**config.mk**
```make
export PLATFORM = sky130hd
export DESIGN_NAME = regfile_readback
export DESIGN_NICKNAME = d
export VERILOG_FILES = /design/src/rtl/accel_pkg.sv /design/src/rtl/rb_fifo2.sv /design/src/rtl/regfile_readback.sv
export SDC_FILE = /design/constraint.sdc
export NUM_CORES = 1
export LEC_CHECK = 0
export ABC_AREA = 1
export CAP_MARGIN = 20
export CORE_MARGIN = 3
export CORE_UTILIZATION = 25
export CTS_BUF_LIST = sky130_fd_sc_hd__clkbuf_4
export CTS_CLUSTER_SIZE = 8
export DETAILED_ROUTE_END_ITERATION = 16
export GPL_ROUTABILITY_DRIVEN = 0
export PLACE_DENSITY = 0.42
export SETUP_SLACK_MARGIN = 0.4
export SYNTH_ARGS = -nofsm -noshare
export SYNTH_HDL_FRONTEND = slang
export SYNTH_SLANG_ARGS = --single-unit
```
**constraint.sdc**
```tcl
create_clock -name clk -period 5.12 [get_ports clk]
set_input_delay 0.512 -clock clk [delete_from_list [all_inputs] [get_ports clk]]
set_output_delay 0.512 -clock clk [all_outputs]
set_load 0.01 [all_outputs]
```
**src/rtl/accel_pkg.sv**
```systemverilog
// Shared widths and FSM state encoding for the accelerator regfile readback path.
package accel_pkg;

  localparam int RF_ADDR_W    = 12;
  localparam int STATE_DATA_W = 18;
  localparam int INEX_DATA_W  = 32;

  typedef enum logic [1:0] {
    IDLE,
    RUN,
    FIN
  } rb_state_t;

endpackage

```
**src/rtl/rb_fifo2.sv**
```systemverilog
// Two-entry FIFO; zero-latency head, pushed word visible the cycle after push.
// Push and pop may coincide (also when full); the caller owns overflow avoidance.
module rb_fifo2 #(
  parameter int W = 8
) (
  input  logic         clk,
  input  logic         rst,
  input  logic         push,
  input  logic [W-1:0] push_dat,
  input  logic         pop,
  output logic [W-1:0] head_dat,
  output logic         full,
  output logic         empty
);

  logic [W-1:0] mem [2];
  logic         wr_ptr;
  logic         rd_ptr;
  logic [1:0]   cnt;
  logic         do_push;
  logic         do_pop;

  assign do_pop   = pop && (cnt != 2'd0);
  assign do_push  = push && ((cnt != 2'd2) || do_pop);
  assign full     = (cnt == 2'd2);
  assign empty    = (cnt == 2'd0);
  assign head_dat = mem[rd_ptr];

  always_ff @(posedge clk or posedge rst) begin
    if (rst) begin
      mem[0] <= '0;
      mem[1] <= '0;
      wr_ptr <= 1'b0;
      rd_ptr <= 1'b0;
      cnt    <= 2'd0;
    end else begin
      if (do_push) begin
        mem[wr_ptr] <= push_dat;
        wr_ptr      <= ~wr_ptr;
      end
      if (do_pop) begin
        rd_ptr <= ~rd_ptr;
      end
      unique case ({do_push, do_pop})
        2'b10:   cnt <= cnt + 2'd1;
        2'b01:   cnt <= cnt - 2'd1;
        default: cnt <= cnt;
      endcase
    end
  end

endmodule

```
**src/rtl/regfile_readback.sv**
```systemverilog
// Streams a contiguous regfile window out as {addr,data,last}; first word 2 cycles after start.
// Reads are credit-limited to the 2-entry buffer so out_ready backpressure never drops or repeats words.
module regfile_readback
  import accel_pkg::*;
#(
  parameter int ADDR_W = RF_ADDR_W,
  parameter int DATA_W = STATE_DATA_W,
  parameter int LEN_W  = RF_ADDR_W + 1
) (
  input  logic              clk,
  input  logic              rst,
  input  logic              start,
  input  logic [ADDR_W-1:0] start_addr,
  input  logic [LEN_W-1:0]  start_len,
  output logic              busy,
  output logic              done,
  output logic              rd_en,
  output logic [ADDR_W-1:0] rd_addr,
  input  logic [DATA_W-1:0] rd_data,
  output logic              out_valid,
  input  logic              out_ready,
  output logic [DATA_W-1:0] out_data,
  output logic [ADDR_W-1:0] out_addr,
  output logic              out_last
);

  typedef struct packed {
    logic [ADDR_W-1:0] addr;
    logic [DATA_W-1:0] data;
    logic              last;
  } entry_t;

  localparam logic [LEN_W-1:0] LEN_ONE = LEN_W'(1);

  rb_state_t         state;
  logic [ADDR_W-1:0] base_addr;
  logic [LEN_W-1:0]  len;
  logic [LEN_W-1:0]  issue_cnt;
  logic [LEN_W-1:0]  xfer_cnt;

  logic              rd_vld;
  logic [ADDR_W-1:0] rd_addr_q;
  logic              rd_last_q;

  logic              fifo_full;
  logic              fifo_empty;
  logic              fifo_pop;
  logic [1:0]        occ;
  logic [1:0]        used;
  entry_t            push_dat;
  entry_t            head_dat;

  assign fifo_pop = out_valid && out_ready;
  assign occ      = fifo_full ? 2'd2 : {1'b0, ~fifo_empty};
  // A word leaving the buffer this cycle frees its slot for a read issued now.
  assign used     = occ + {1'b0, rd_vld} - {1'b0, fifo_pop};
  assign rd_en    = (state == RUN) && (issue_cnt != len) && !fifo_full && (used < 2'd2);
  assign rd_addr  = base_addr + issue_cnt[ADDR_W-1:0];

  assign push_dat.addr = rd_addr_q;
  assign push_dat.data = rd_data;
  assign push_dat.last = rd_last_q;

  rb_fifo2 #(
    .W ($bits(entry_t))
  ) u_buf (
    .clk      (clk),
    .rst      (rst),
    .push     (rd_vld),
    .push_dat (push_dat),
    .pop      (fifo_pop),
    .head_dat (head_dat),
    .full     (fifo_full),
    .empty    (fifo_empty)
  );

  assign out_valid = !fifo_empty;
  assign out_data  = head_dat.data;
  assign out_addr  = head_dat.addr;
  assign out_last  = head_dat.last;

  always_ff @(posedge clk or posedge rst) begin
    if (rst) begin
      state     <= IDLE;
      base_addr <= '0;
      len       <= '0;
      issue_cnt <= '0;
      xfer_cnt  <= '0;
      rd_vld    <= 1'b0;
      rd_addr_q <= '0;
      rd_last_q <= 1'b0;
      busy      <= 1'b0;
      done      <= 1'b0;
    end else begin
      rd_vld    <= rd_en;
      rd_addr_q <= rd_addr;
      rd_last_q <= (issue_cnt == len - LEN_ONE);
      if (rd_en) begin
        issue_cnt <= issue_cnt + LEN_ONE;
      end
      if (fifo_pop) begin
        xfer_cnt <= xfer_cnt + LEN_ONE;
      end
      unique case (state)
        IDLE: begin
          if (start) begin
            base_addr <= start_addr;
            len       <= start_len;
            issue_cnt <= '0;
            xfer_cnt  <= '0;
            busy      <= 1'b1;
            state     <= (start_len == '0) ? FIN : RUN;
          end
        end
        RUN: begin
          if (fifo_pop && (xfer_cnt == len - LEN_ONE)) begin
            busy  <= 1'b0;
            done  <= 1'b1;
            state <= FIN;
          end
        end
        FIN: begin
          // Zero-length transfers arrive here with busy still high and pulse done one cycle later.
          if (done) begin
            done  <= 1'b0;
            state <= IDLE;
          end else begin
            busy <= 1'b0;
            done <= 1'b1;
          end
        end
        default: state <= IDLE;
      endcase
    end
  end

endmodule

```
# Yosys cells after proc, flatten, opt, wreduce, memory -nomap -nowiden
# Cells that the tools add are included.
# totals
regBits,135
output_inout_bits,47
elab_cells,93
in_bits,47
# classes
order_cmp,4
reduce_logical,22
eq_ne,13
n_addsub,8
n_bitwise,5
mux,26
# op_table
cell,n
two-way mux 31 bit,4
two-way mux 13 bit,6
bitwise mux 62 bit,1
demux 31 bit (select 1 bit),1
"adder 13 x 1 -> 13 bit, second input constant",2
equality test 13 bit,2
zero test 13 bit,1
inequality test 13 bit,1
"subtractor 13 x 1 -> 13 bit, second input constant",1
adder 12 bit,1
two-way mux 2 bit,5
logical AND 1 bit,8
"inequality test 2 bit, second input constant",4
"equality test 2 bit, second input constant",3
case mux 2 bit (3 select lines),1
nonzero test 2 bit,3
two-way mux 1 bit,5
"equality test 2 x 1 -> 1 bit, second input constant",2
"greater-or-equal comparator 2 bit, second input constant",2
zero test 2 bit,2
NOT 1 -> 2 bit,2
case mux 2 bit (2 select lines),1
AND reduction 2 bit,2
AND reduction 4 bit,1
14 further kinds,17

# Depth between registers and ports, before layout
# depth
depth_word,10
depth_mapped,17
depth_no_buf,17

# Hierarchy
# A second synthesis with hierarchy kept.
# hier_totals
hier_cells,976
area_unflattened_um2,7488.4
# modules_own_cells
module,seq_area_each_um2,cells_per_inst,instances,area_per_inst_um2
regfile_readback,1726.7,572,1,4315.4
rb_fifo2,1651.6,404,1,3173.0

# Worst setup path after synthesis
# No wires, ideal clock.
# synth_path
kind,reg2out
startpoint,register issue_cnt[0]
endpoint,output port rd_addr[10]
t_required_ns,4.608
n_path_buf,0
stages_incl_launch_ff,14
t_arrival_ns,1.909
setup_slack_ns,2.699
cell_sequence,dfrtp_1 -> ha_1 -> inv_1 -> fa_1 -> inv_1 -> nand3_1 -> nand2_1 -> nand2_1 -> o211a_1 -> nor2_1 -> nor2_1 -> nor2_1 -> nor2_1 -> xnor2_1
# synth_between
elab_chain_cells,1
# synth_rtl
element,line_no,rtl
"start, declared",regfile_readback.sv:38,logic [LEN_W-1:0] issue_cnt;
"start signal, assigned",regfile_readback.sv:99,issue_cnt <= issue_cnt + LEN_ONE;
adder 12 bit,regfile_readback.sv:58,assign rd_addr = base_addr + issue_cnt[ADDR_W-1:0];
"end, declared",regfile_readback.sv:18,"output logic [ADDR_W-1:0] rd_addr,"
# Every way passes these cells.

# Worst setup path in the final report
# Ends and elaborated chain as after synthesis.

==> impl_metrics.ini <==
[placement]
port-buffer-count = 93
dp.cells = 1386
dpl.hpwl_um = 13700

[worst_hold_path]
hp-class = in2reg
holdCritStartpoint = start_addr[11]

[synthesis]
syn_avg_cell_area_um2 = 7.78
ys_ff_latch = 135
netlist_area_um2 = 7300
yosysWarnings = 0
synth_edf_count = 0
synthFlopType = dfrtp_1
synthArstFlopShare_pct = 100
syn-num-nets = 1007
ys_seq_area_share_pct = 46.3
synth.distinct_cells = 44
netlist_instances = 939

[final_layout]
nFillCells = 3075
seq_area_um2 = 3380
fin_cells = 1419
fin_nets = 1095
final_cell_mix = nand2_1 (321), dfrtp_1 (135), inv_1 (104)
multi_input_comb_area_um2 = 3380
area_growth_pct = 21.9
drive_above_1_share_pct = 7.50
final_common_cell = nand2_1

[sta]
period_minus_slack_ns = 3.79
setup_violations = 0
rsz0062_at_grt = false
relSlewSlack_pct = 40.1
drv_slew = 0
tightest_slew_ns = 0.898
fmax_mhz = 264
skew_ns = 0.0299
period_share_pct = 74.1
hold_viol = 0
tns_ns = 0

[routing]
dr.pass1.iters = 4
routed_wl_um = 19300
post-route-drc-count = 0
route.vias.total = 5993
postRouteAntennaNets = 0
via_per_inst = 4.22
drt_iter0_drc = 390
wire_per_inst_um = 13.6

[worst_setup_path]
timing.rr.start = len[0]
crit_type = reg2out
reg2reg_slack_ns = 2.73
cp-end-kind = output pin
reg2reg_depth = 11
path_max_fanout = 6
critPathCapture = rd_addr[10]
startpoint_type = flop
rr_endpoint = rd_last_q
worstPathArrival_ns = 3.28
required_ns = 4.61
cp-startpoint = issue_cnt[0]

[clock_network]
clock_path_buffers = 2
cts_tree = yes
postCtsHoldBufs = 0
post_cts_buffers = 0
cts_resized = 0
htreeDepth = 4
clk_latency_ns = 0.56
clock_sinks = 135
clk_pin_slew_ns = 0.13
cts_buffers = 17
cts-root-buf = clkbuf_4

[die]
initial_core_util_pct = 25.8
core-area_um2 = 28300
fp.dieArea_um2 = 31300
fp.dieW_um = 177
die_y_um = 177
rows = 61
pin_count = 94

[status]
status = completed

[global_routing]
grt_overflow = 0
grt_pass1_vias = 5899
grt_max_degree = 97
grt_usage_pct = 13.0
grt_pass1_wl_um = 31900
antenna_found_initial = 1

[pwr]
peakVddDrop_uv = 297
leakagePower_nw = 4.28
powerDensity_nw_per_um2 = 611

[run]
cap_violations = 0
==> power by group <==
part	internal [mW]	total, mW	switching (mW)	leakage (nW)
clock network	0.259	0.726	0.467	0.141
registers	1.51	1.86	0.351	1.71
logic	1.23	2.86	1.63	2.42
==> worst max-delay path: stages (launching register included) <==
cell             delay (ns)
dfrtp_1                0.48
ha_1                   0.22
inv_1                  0.06
fa_1                   0.39
inv_1                  0.07
nand3_1                0.06
nand2_1                0.13
nand2_1                0.06
o211a_1                0.14
nor2_1                 0.10
nor2_1                 0.04
nor2_1                 0.09
nor2_1                 0.06
xnor2_1                0.25
clkdlybuf4s50_1        0.60
==> cell families after synthesis <==
group           after synthesis  synth area share (%)
simple gates                461                  27.2
flops                       135                  46.3
compound gates              140                  10.2
fa+ha+maj                    21                  3.70
xor+xnor                     43                  5.16
buf+inv                     139                  7.51
==> area by class of cell <==
class / count / area share (%)
multi-input combinational: 665 / 38.0
sequential: 135 / 38.0
timing repair buffer: 99 / 11.0
tap: 378 / 5.31
inverter: 109 / 4.71
clock inverter: 14 / 1.55
clock buffer: 18 / 1.52
antenna: 1 / 0.0281
==> synthesized netlist by cell type, types with 9 or more instances <==
cell,count,area (um2)
a21oi_1,28,140
buf_2,9,45.0
clkbuf_1,18,67.6
dfrtp_1,135,3380
ha_1,20,250
inv_1,105,394
nand2_1,321,1200
nand3_1,42,210
nand4_1,9,56.3
nor2_1,46,173
o21ai_0,83,415
o21ai_1,16,80.1
xnor2_1,15,131
xor2_1,28,245
==> routing by layer <==
metal | vias up | wire length [um] | global-route usage [%]
met2 | 110 | 8490 | 19.8
met3 | 13 | 735 | 2.27
met1 | 2730 | 9910 | 18.9
met5 | - | 0 | 0
met4 | 0 | 194 | 3.54
li1 | 3140 | - | -
==> registers in the layout, summed over array words and instances, names as in the netlist <==
| register | cells |
|---|---|
| u_buf.mem | 62 |
| done | 1 |
| u_buf.rd_ptr | 1 |
| issue_cnt | 13 |
| len | 13 |
| base_addr | 12 |
| state | 2 |
| rd_last_q | 1 |
| xfer_cnt | 13 |
| u_buf.wr_ptr | 1 |
| rd_addr_q | 12 |
| u_buf.cnt | 2 |
| rd_vld | 1 |
| busy | 1 |
==> worst min-delay path by stage <==
stage,to,slack [ns],cells after the start
floorplan,u_buf.mem[29],0.45,2
global placement,busy,0.46,2
detailed placement,busy,0.46,2
CTS,base_addr[11],0.43,3
global route,base_addr[11],0.43,3
finish,base_addr[11],0.49,3
==> metrics by stage <==
step                      hold slack [ns]  total power [mW]  setup slack (ns)  instance area, um2  util (%)
final                               0.487              5.44              1.33                8900      31.4
after global placement              0.462              4.80              1.85                8630      30.5
after global routing                0.429              6.01              1.02                8900      31.4
after CTS                           0.427              5.56              1.24                8900      31.4
after floorplan                     0.453              3.63             0.997                7300         -
after detailed placement            0.461              4.80              1.83                8630      30.5
Note: power is estimated with default switching activity, not from simulation.
